## config.mk

```make
export PLATFORM = sky130hd
export DESIGN_NAME = bet_to_bin_serial
export DESIGN_NICKNAME = d
export VERILOG_FILES = /design/src/rtl/bet_pkg.sv /design/src/rtl/bet_trit_decode.sv /design/src/rtl/bet_to_bin_serial.sv
export SDC_FILE = /design/constraint.sdc
export NUM_CORES = 1
export LEC_CHECK = 0
export ABC_AREA = 1
export BUFFER_PORTS_ARGS = -buffer_cell sky130_fd_sc_hd__buf_2
export CORE_MARGIN = 1.5
export CORE_UTILIZATION = 55
export DETAILED_ROUTE_END_ITERATION = 8
export PLACE_DENSITY = 0.79
export SYNTH_ARGS = -nofsm -noshare
export SYNTH_HDL_FRONTEND = slang
export SYNTH_SLANG_ARGS = --single-unit
```

## constraint.sdc

```tcl
create_clock -name clk -period 2.8 [get_ports clk]
set_input_delay 0.14 -clock clk [delete_from_list [all_inputs] [get_ports clk]]
set_output_delay 0.14 -clock clk [all_outputs]
set_load 0.02 [all_outputs]
```

## src/rtl/bet_pkg.sv

```systemverilog
// Shared balanced-ternary (BET) encodings and converter FSM states.
// Used by both the binary-to-BET and the BET-to-binary converters.
package bet_pkg;

    localparam logic [1:0] BET_NEG  = 2'b01;
    localparam logic [1:0] BET_ZERO = 2'b11;
    localparam logic [1:0] BET_POS  = 2'b10;
    localparam logic [1:0] BET_INV  = 2'b00;

    typedef enum logic [1:0] {
        IDLE  = 2'd0,
        ACCUM = 2'd1,
        DONE  = 2'd2
    } bet_state_e;

endpackage

```

## src/rtl/bet_trit_decode.sv

```systemverilog
// Decodes one BET trit code into a signed value in {-1,0,+1} plus an invalid flag.
// Combinational: zero latency, no flow control.
module bet_trit_decode
    import bet_pkg::*;
(
    input  logic [1:0]        trit_i,
    output logic signed [1:0] val_o,
    output logic              inv_o
);

    always_comb begin
        val_o = '0;
        inv_o = 1'b0;
        case (trit_i)
            BET_NEG:  val_o = 2'b11;
            BET_POS:  val_o = 2'b01;
            BET_ZERO: val_o = 2'b00;
            default:  inv_o = 1'b1;
        endcase
    end

endmodule

```

## src/rtl/bet_to_bin_serial.sv

```systemverilog
// Serial BET-to-binary converter: trits arrive MSB-first and are folded Horner-style (acc = 3*acc + t).
// Result is valid the cycle after the last trit is accepted; input stalls (in_ready=0) until the result is taken.
module bet_to_bin_serial
    import bet_pkg::*;
#(
    parameter int N_TRITS = 4,
    parameter int OUT_W   = 7,
    parameter int CNT_W   = 3
) (
    input  logic                    clk,
    input  logic                    rst,
    input  logic                    in_valid,
    output logic                    in_ready,
    input  logic [1:0]              trit_in,
    output logic                    out_valid,
    input  logic                    out_ready,
    output logic signed [OUT_W-1:0] out_data,
    output logic                    out_err
);

    localparam bit SINGLE_TRIT = (N_TRITS == 1);

    bet_state_e              state_q, state_d;
    logic signed [OUT_W-1:0] acc_q, acc_d;
    logic [CNT_W-1:0]        cnt_q, cnt_d;
    logic                    err_q, err_d;

    logic signed [1:0]       trit_val;
    logic                    trit_inv;
    logic signed [OUT_W-1:0] trit_ext;
    logic                    accept;
    logic                    last_trit;

    bet_trit_decode u_decode (
        .trit_i (trit_in),
        .val_o  (trit_val),
        .inv_o  (trit_inv)
    );

    assign trit_ext  = {{(OUT_W-2){trit_val[1]}}, trit_val};
    assign in_ready  = (state_q != DONE);
    assign out_valid = (state_q == DONE);
    assign out_data  = (state_q == DONE) ? acc_q : '0;
    assign out_err   = (state_q == DONE) ? err_q : 1'b0;
    assign accept    = in_valid && in_ready;
    assign last_trit = (cnt_q == CNT_W'(N_TRITS - 1));

    always_comb begin
        state_d = state_q;
        acc_d   = acc_q;
        cnt_d   = cnt_q;
        err_d   = err_q;
        case (state_q)
            IDLE: begin
                if (accept) begin
                    acc_d   = trit_ext;
                    cnt_d   = CNT_W'(1);
                    err_d   = trit_inv;
                    state_d = SINGLE_TRIT ? DONE : ACCUM;
                end
            end
            ACCUM: begin
                if (accept) begin
                    // 3*acc built as shift-plus-add
                    acc_d = (acc_q <<< 1) + acc_q + trit_ext;
                    cnt_d = cnt_q + CNT_W'(1);
                    err_d = err_q | trit_inv;
                    if (last_trit) begin
                        state_d = DONE;
                    end
                end
            end
            DONE: begin
                if (out_ready) begin
                    state_d = IDLE;
                    acc_d   = '0;
                    cnt_d   = '0;
                    err_d   = 1'b0;
                end
            end
            default: state_d = IDLE;
        endcase
    end

    always_ff @(posedge clk) begin
        if (rst) begin
            state_q <= IDLE;
            acc_q   <= '0;
            cnt_q   <= '0;
            err_q   <= 1'b0;
        end else begin
            state_q <= state_d;
            acc_q   <= acc_d;
            cnt_q   <= cnt_d;
            err_q   <= err_d;
        end
    end

endmodule

```

## Yosys cells after proc, flatten, opt, wreduce, memory -nomap -nowiden

Index checks and enable logic that the tools add are counted.
Widths: inputs -> output; s select.

| cells by class | value |
|---|---|
| add/sub/neg operators | 3 |
| eq/ne operators | 11 |
| multiplexer cells | 21 |
| bitwise gates (word level) | 1 |
| reduce and logical (&&, ||, !) cells | 6 |

Operator list:

| cell | count |
|---|---|
| $mux 7 | 4 |
| $pmux 7 s3 | 1 |
| $mux 3 | 3 |
| $pmux 3 s3 | 1 |
| $mux 2 | 4 |
| $ne 2x2->1 const B | 4 |
| $reduce_and 4->1 | 2 |
| $add 7x2->7 | 1 |
| $add 7x7->7 | 1 |
| $eq 2x2->1 const B | 3 |
| $pmux 2 s3 | 1 |
| $mux 1 | 5 |
| $eq 2x1->1 const B | 2 |
| $pmux 2 s2 | 1 |
| $add 3x1->3 const B | 1 |
| $eq 3x2->1 const B | 1 |
| $pmux 1 s3 | 1 |
| $reduce_bool 3->1 | 1 |
| $reduce_or 3->1 | 1 |
| $logic_not 2->1 | 1 |
| $ne 2x1->1 const B | 1 |
| $logic_and 1x1->1 | 1 |
| $or 1x1->1 | 1 |

| word-level totals | value |
|---|---|
| bits in registers | 13 |
| input bits | 6 |

## Logic depth before layout (Yosys ltp)

| depth | value |
|---|---|
| depth in word-level cells | 6 |
| mapped depth | 14 |
| mapped depth without buffers | 14 |

## Hierarchy

From an unflattened synthesis, not the netlist that was laid out.

| unflattened totals | value |
|---|---|
| cell total of the unflattened synthesis | 185 |
| area total of the unflattened synthesis | 1246.2 um^2 |

Modules (own cells, without submodules):

| module | instances | cells each | area an instance (um^2) | sequential area each (um^2) |
|---|---|---|---|---|
| bet_to_bin_serial | 1 | 181 | 1213.7 | 260.2 |
| bet_trit_decode | 1 | 4 | 32.5 | 0.0 |

## Worst setup path after synthesis

OpenSTA, ideal clock, no wires.

| timing | value |
|---|---|
| path kind | input port to flip-flop |
| start | input port trit_in[1] |
| end | register acc_q[2] |
| arrival time | 2116 ps |
| required time | 2734 ps |
| setup slack | 618 ps |
| stages on the path | 8 |
| path buffers | 0 |
| cells stage by stage | inv_1 -> ha_1 -> fa_1 -> ha_1 -> inv_1 -> fa_1 -> or2_2 -> a21oi_2 |

| on the way | value |
|---|---|
| longest elaborated chain between the ends | 5 |
| elaborated cells on any way between the ends | 7 |
| those cells by class | add/sub: 1; eq/ne: 2; mux: 4 |

RTL lines:

| item | line | text |
|---|---|---|
| from (decl) | bet_to_bin_serial.sv:14 | `input logic [1:0] trit_in,` |
| $eq 2x2->1 or $eq 2x1->1 (tied branches) | bet_trit_decode.sv:14 | `case (trit_i)` |
| $pmux 2 s2 (*) | bet_trit_decode.sv:14 |  |
| $add 7x2->7 | bet_to_bin_serial.sv:65 | `acc_d = (acc_q <<< 1) + acc_q + trit_ext;` |
| $mux 7 | bet_to_bin_serial.sv:63 | `if (accept) begin` |
| $pmux 7 s3 (*) | bet_to_bin_serial.sv:53 | `case (state_q)` |
| to (signal assigned) | bet_to_bin_serial.sv:88 | `acc_q <= '0;` |
| to (signal assigned) | bet_to_bin_serial.sv:93 | `acc_q <= acc_d;` |
| to (decl) | bet_to_bin_serial.sv:24 | `logic signed [OUT_W-1:0] acc_q, acc_d;` |

Every way passes the cells marked *; elsewhere a longest branch is shown, timed or not. The select of a mux whose other input is x is not followed.
A chain may end at the register's enable or synchronous reset.

## Worst setup path in the final report

Same ends and word-level chain as after synthesis.

==> run metrics <==
synthesized area 0.00124 mm²; CP max stage delay ~0.5 ns; Wirelength per Cell approximately 11 µm; grt ovf 0; number of synthesis warnings 0; endpoints failing hold 0; commonest non-fill, non-tap cell in the layout nand2_1; syn nets 210; Synth Register Bits 13; sw frac 0.540; post-CTS resize count 0; class of the worst hold path in2reg; nets@finish 227; Clock Skews about 0.0049 ns; Chip Height between 50 and 60 µm; wire length of the first global-routing pass roughly 4.5 mm; Die ar. about 0.0026 mm²; Clk network pwr share 0.082; CTS root buf clkbuf_4; CP Launch Point trit_in[1]; DP Wirelength between 2 and 2.5 mm; Crit path required time just over 3 ns; internal power between 0.6 and 0.7 mW; CTS Sinks 13; share of the synthesized area in the top cell type 0.209; crit-path max FO 8; outcome finished clean; antenna violations before repair 0; Tcrit/Tclk final 0.768; Synth area leaders dfxtp_1, nand2_1, ha_1; Post-CTS Hold Fix Bufs 0; fin crit period between 2 and 2.5 ns; antenna cells 0; Final Wtd Congestion 0.788; Starting Density 0.574; CP Cell Sequence buf_2 > inv_1 > ha_1 > fa_1 > ha_1 > inv_1 > fa_1 > or2_2 > a21oi_2; Top-Level Pins 16; setup_tns 0 ns; Area growth syn-to-layout 8.24%; clock buffer depth 2; Via-to-Cell Ratio between 4 and 5; Reg clk slew, reported paths approximately 0.090 ns; drt pass-1 iters 5; crit path kind in2reg; Synth Instances ~190; CTS tree done; Cell Rows 17; R2R Setup Slk about 0.66 ns; slew of the pin with the lowest slew margin 0.612 ns; post-route ant nets 0; Max Freq 465 MHz; Max rail drop VDD between 500 and 600 µV; fillers between 200 and 250; Max Cap Viol 0; Max Slew Vio Count 0; startpoint types input pin; crit end category flip-flop; Yosys top cell by area dfxtp_1; H-tree Lvls 1; GRT Resource Usage Total 0.230; vias in the first global route ~1100; DP Area 0.00132 mm²; Seq/Total Area, Yosys 0.209; most frequent cells in the layout nand2_1, inv_1, nor2_1; Core Area 0.00217 mm²; Total Routed Length 2.51 mm; RSZ-0062 raised after global routing false; Worst slew margin 0.592; Synth cell types 20; Final Cell Area 0.00135 mm²; sequential share of power 0.225; Port Buffers 15; number of remaining DRC errors 0; largest net degree at the start of global routing 13; share of layout cells above drive strength 1 0.149; crit path DAT between 2 and 2.5 ns; postcts setup bufs 0; worst skew pair latency around 0.28 ns; Gate power share 0.692; FF-to-FF Start acc_q[0]$_SDFFE_PP0P_; worst hold start rst; leak pwr approximately 0.82 nW; final setup violation count 0; CTS Buf Count 3; vias between 1000 and 1500; Worst path slowest cell fa_1; NetSw about 0.79 mW; Die X-Extent roughly 50 µm; Syn Area/Cell between 6 and 7 µm²; Pwr per Cell Area between 1000 and 1500 mW/mm²; DR iter-0 viols 13
registers in the layout, indices dropped and copies added (netlist names):
signal	cells
state_q	2
err_q	1
acc_q	7
cnt_q	3
cells in the mapped netlist (all sizes together):
library cell	number
nand2	53
inv	43
nor2	23
dfxtp	13
ha	13
a21oi	11
o21ai	8
fa	6
nand3	5
buf	3
nor3	2
xnor2	2
a22o	1
o21bai	1
or2	1
path summary, 6_finish.rpt:
kind,end,cells past startpoint
worst max-delay path,acc_q[2]$_SDFFE_PP0P_,9
worst min-delay path,err_q$_SDFFE_PP0P_,2
worst max register to register,acc_q[5]$_SDFFE_PP0P_,12
worst min register to register,cnt_q[2]$_SDFFE_PP0P_,2
per-stage QoR:
| stage | power (mW) | hold slack (ns) | setup WS, ns | instances | util |
|---|---|---|---|---|---|
| 6_report | 1.47 | 0.0184 | 0.651 | 229 | 0.621 |
| 3_3_place_gp | 1.30 | 0.309 | 0.439 | 225 | 0.609 |
| 2_1_floorplan | 1.18 | 0.212 | 0.618 | 185 | - |
| 3_5_place_dp | 1.36 | 0.317 | 0.368 | 225 | 0.609 |
| 5_1_grt | 1.65 | 0.0450 | 0.450 | 229 | 0.621 |
| 4_1_cts | 1.48 | 0.0207 | 0.647 | 229 | 0.621 |
power by group through the flow:
stage	clock network [mW]	registers (mW)	logic (mW)
after floorplan	0	0.319	0.858
after global placement	0	0.331	0.972
after detailed placement	0	0.336	1.02
after CTS	0.121	0.332	1.03
after global routing	0.126	0.345	1.18
final	0.121	0.331	1.02
per-layer routing:
| metal | track usage | up-vias | routed length [µm] |
|---|---|---|---|
| li1 | - | 581 | - |
| met5 | 0 | - | 0 |
| met4 | 0.0766 | 0 | 38 |
| met3 | 0.0298 | 4 | 34 |
| met2 | 0.436 | 11 | 1340 |
| met1 | 0.261 | 502 | 1100 |
worst max-delay path, delay by kind of cell:
family	cells	cell delay, ns
AO/OA/AOI/OAI	1	0.13
buffers and inverters	3	0.27
AND/OR/NAND/NOR	1	0.31
adder cells (fa/ha/maj)	4	1.52
area by class of cell:
type                            count  area (µm²)  area share
Tap cell                           28        35.0      0.0260
Sequential cell                    13         260       0.193
Inverter                           43         161       0.120
Clock buffer                        4        26.3      0.0195
Timing Repair Buffer               15        75.1      0.0557
Multi-Input combinational cell    126         790       0.586
cells by family (layout without fill, tap and decap cells):
| kind of cell | count (synthesis) | count (layout) | synth area share |
|---|---|---|---|
| AND/OR/NAND/NOR | 84 | 84 | 0.279 |
| flip-flops | 13 | 13 | 0.209 |
| XOR/XNOR | 2 | 2 | 0.0141 |
| adder cells (fa/ha/maj) | 19 | 19 | 0.227 |
| AO/OA/AOI/OAI | 21 | 21 | 0.114 |
| buffers and inverters | 46 | 62 | 0.157 |
Note: power is estimated with default switching activity, not from simulation.
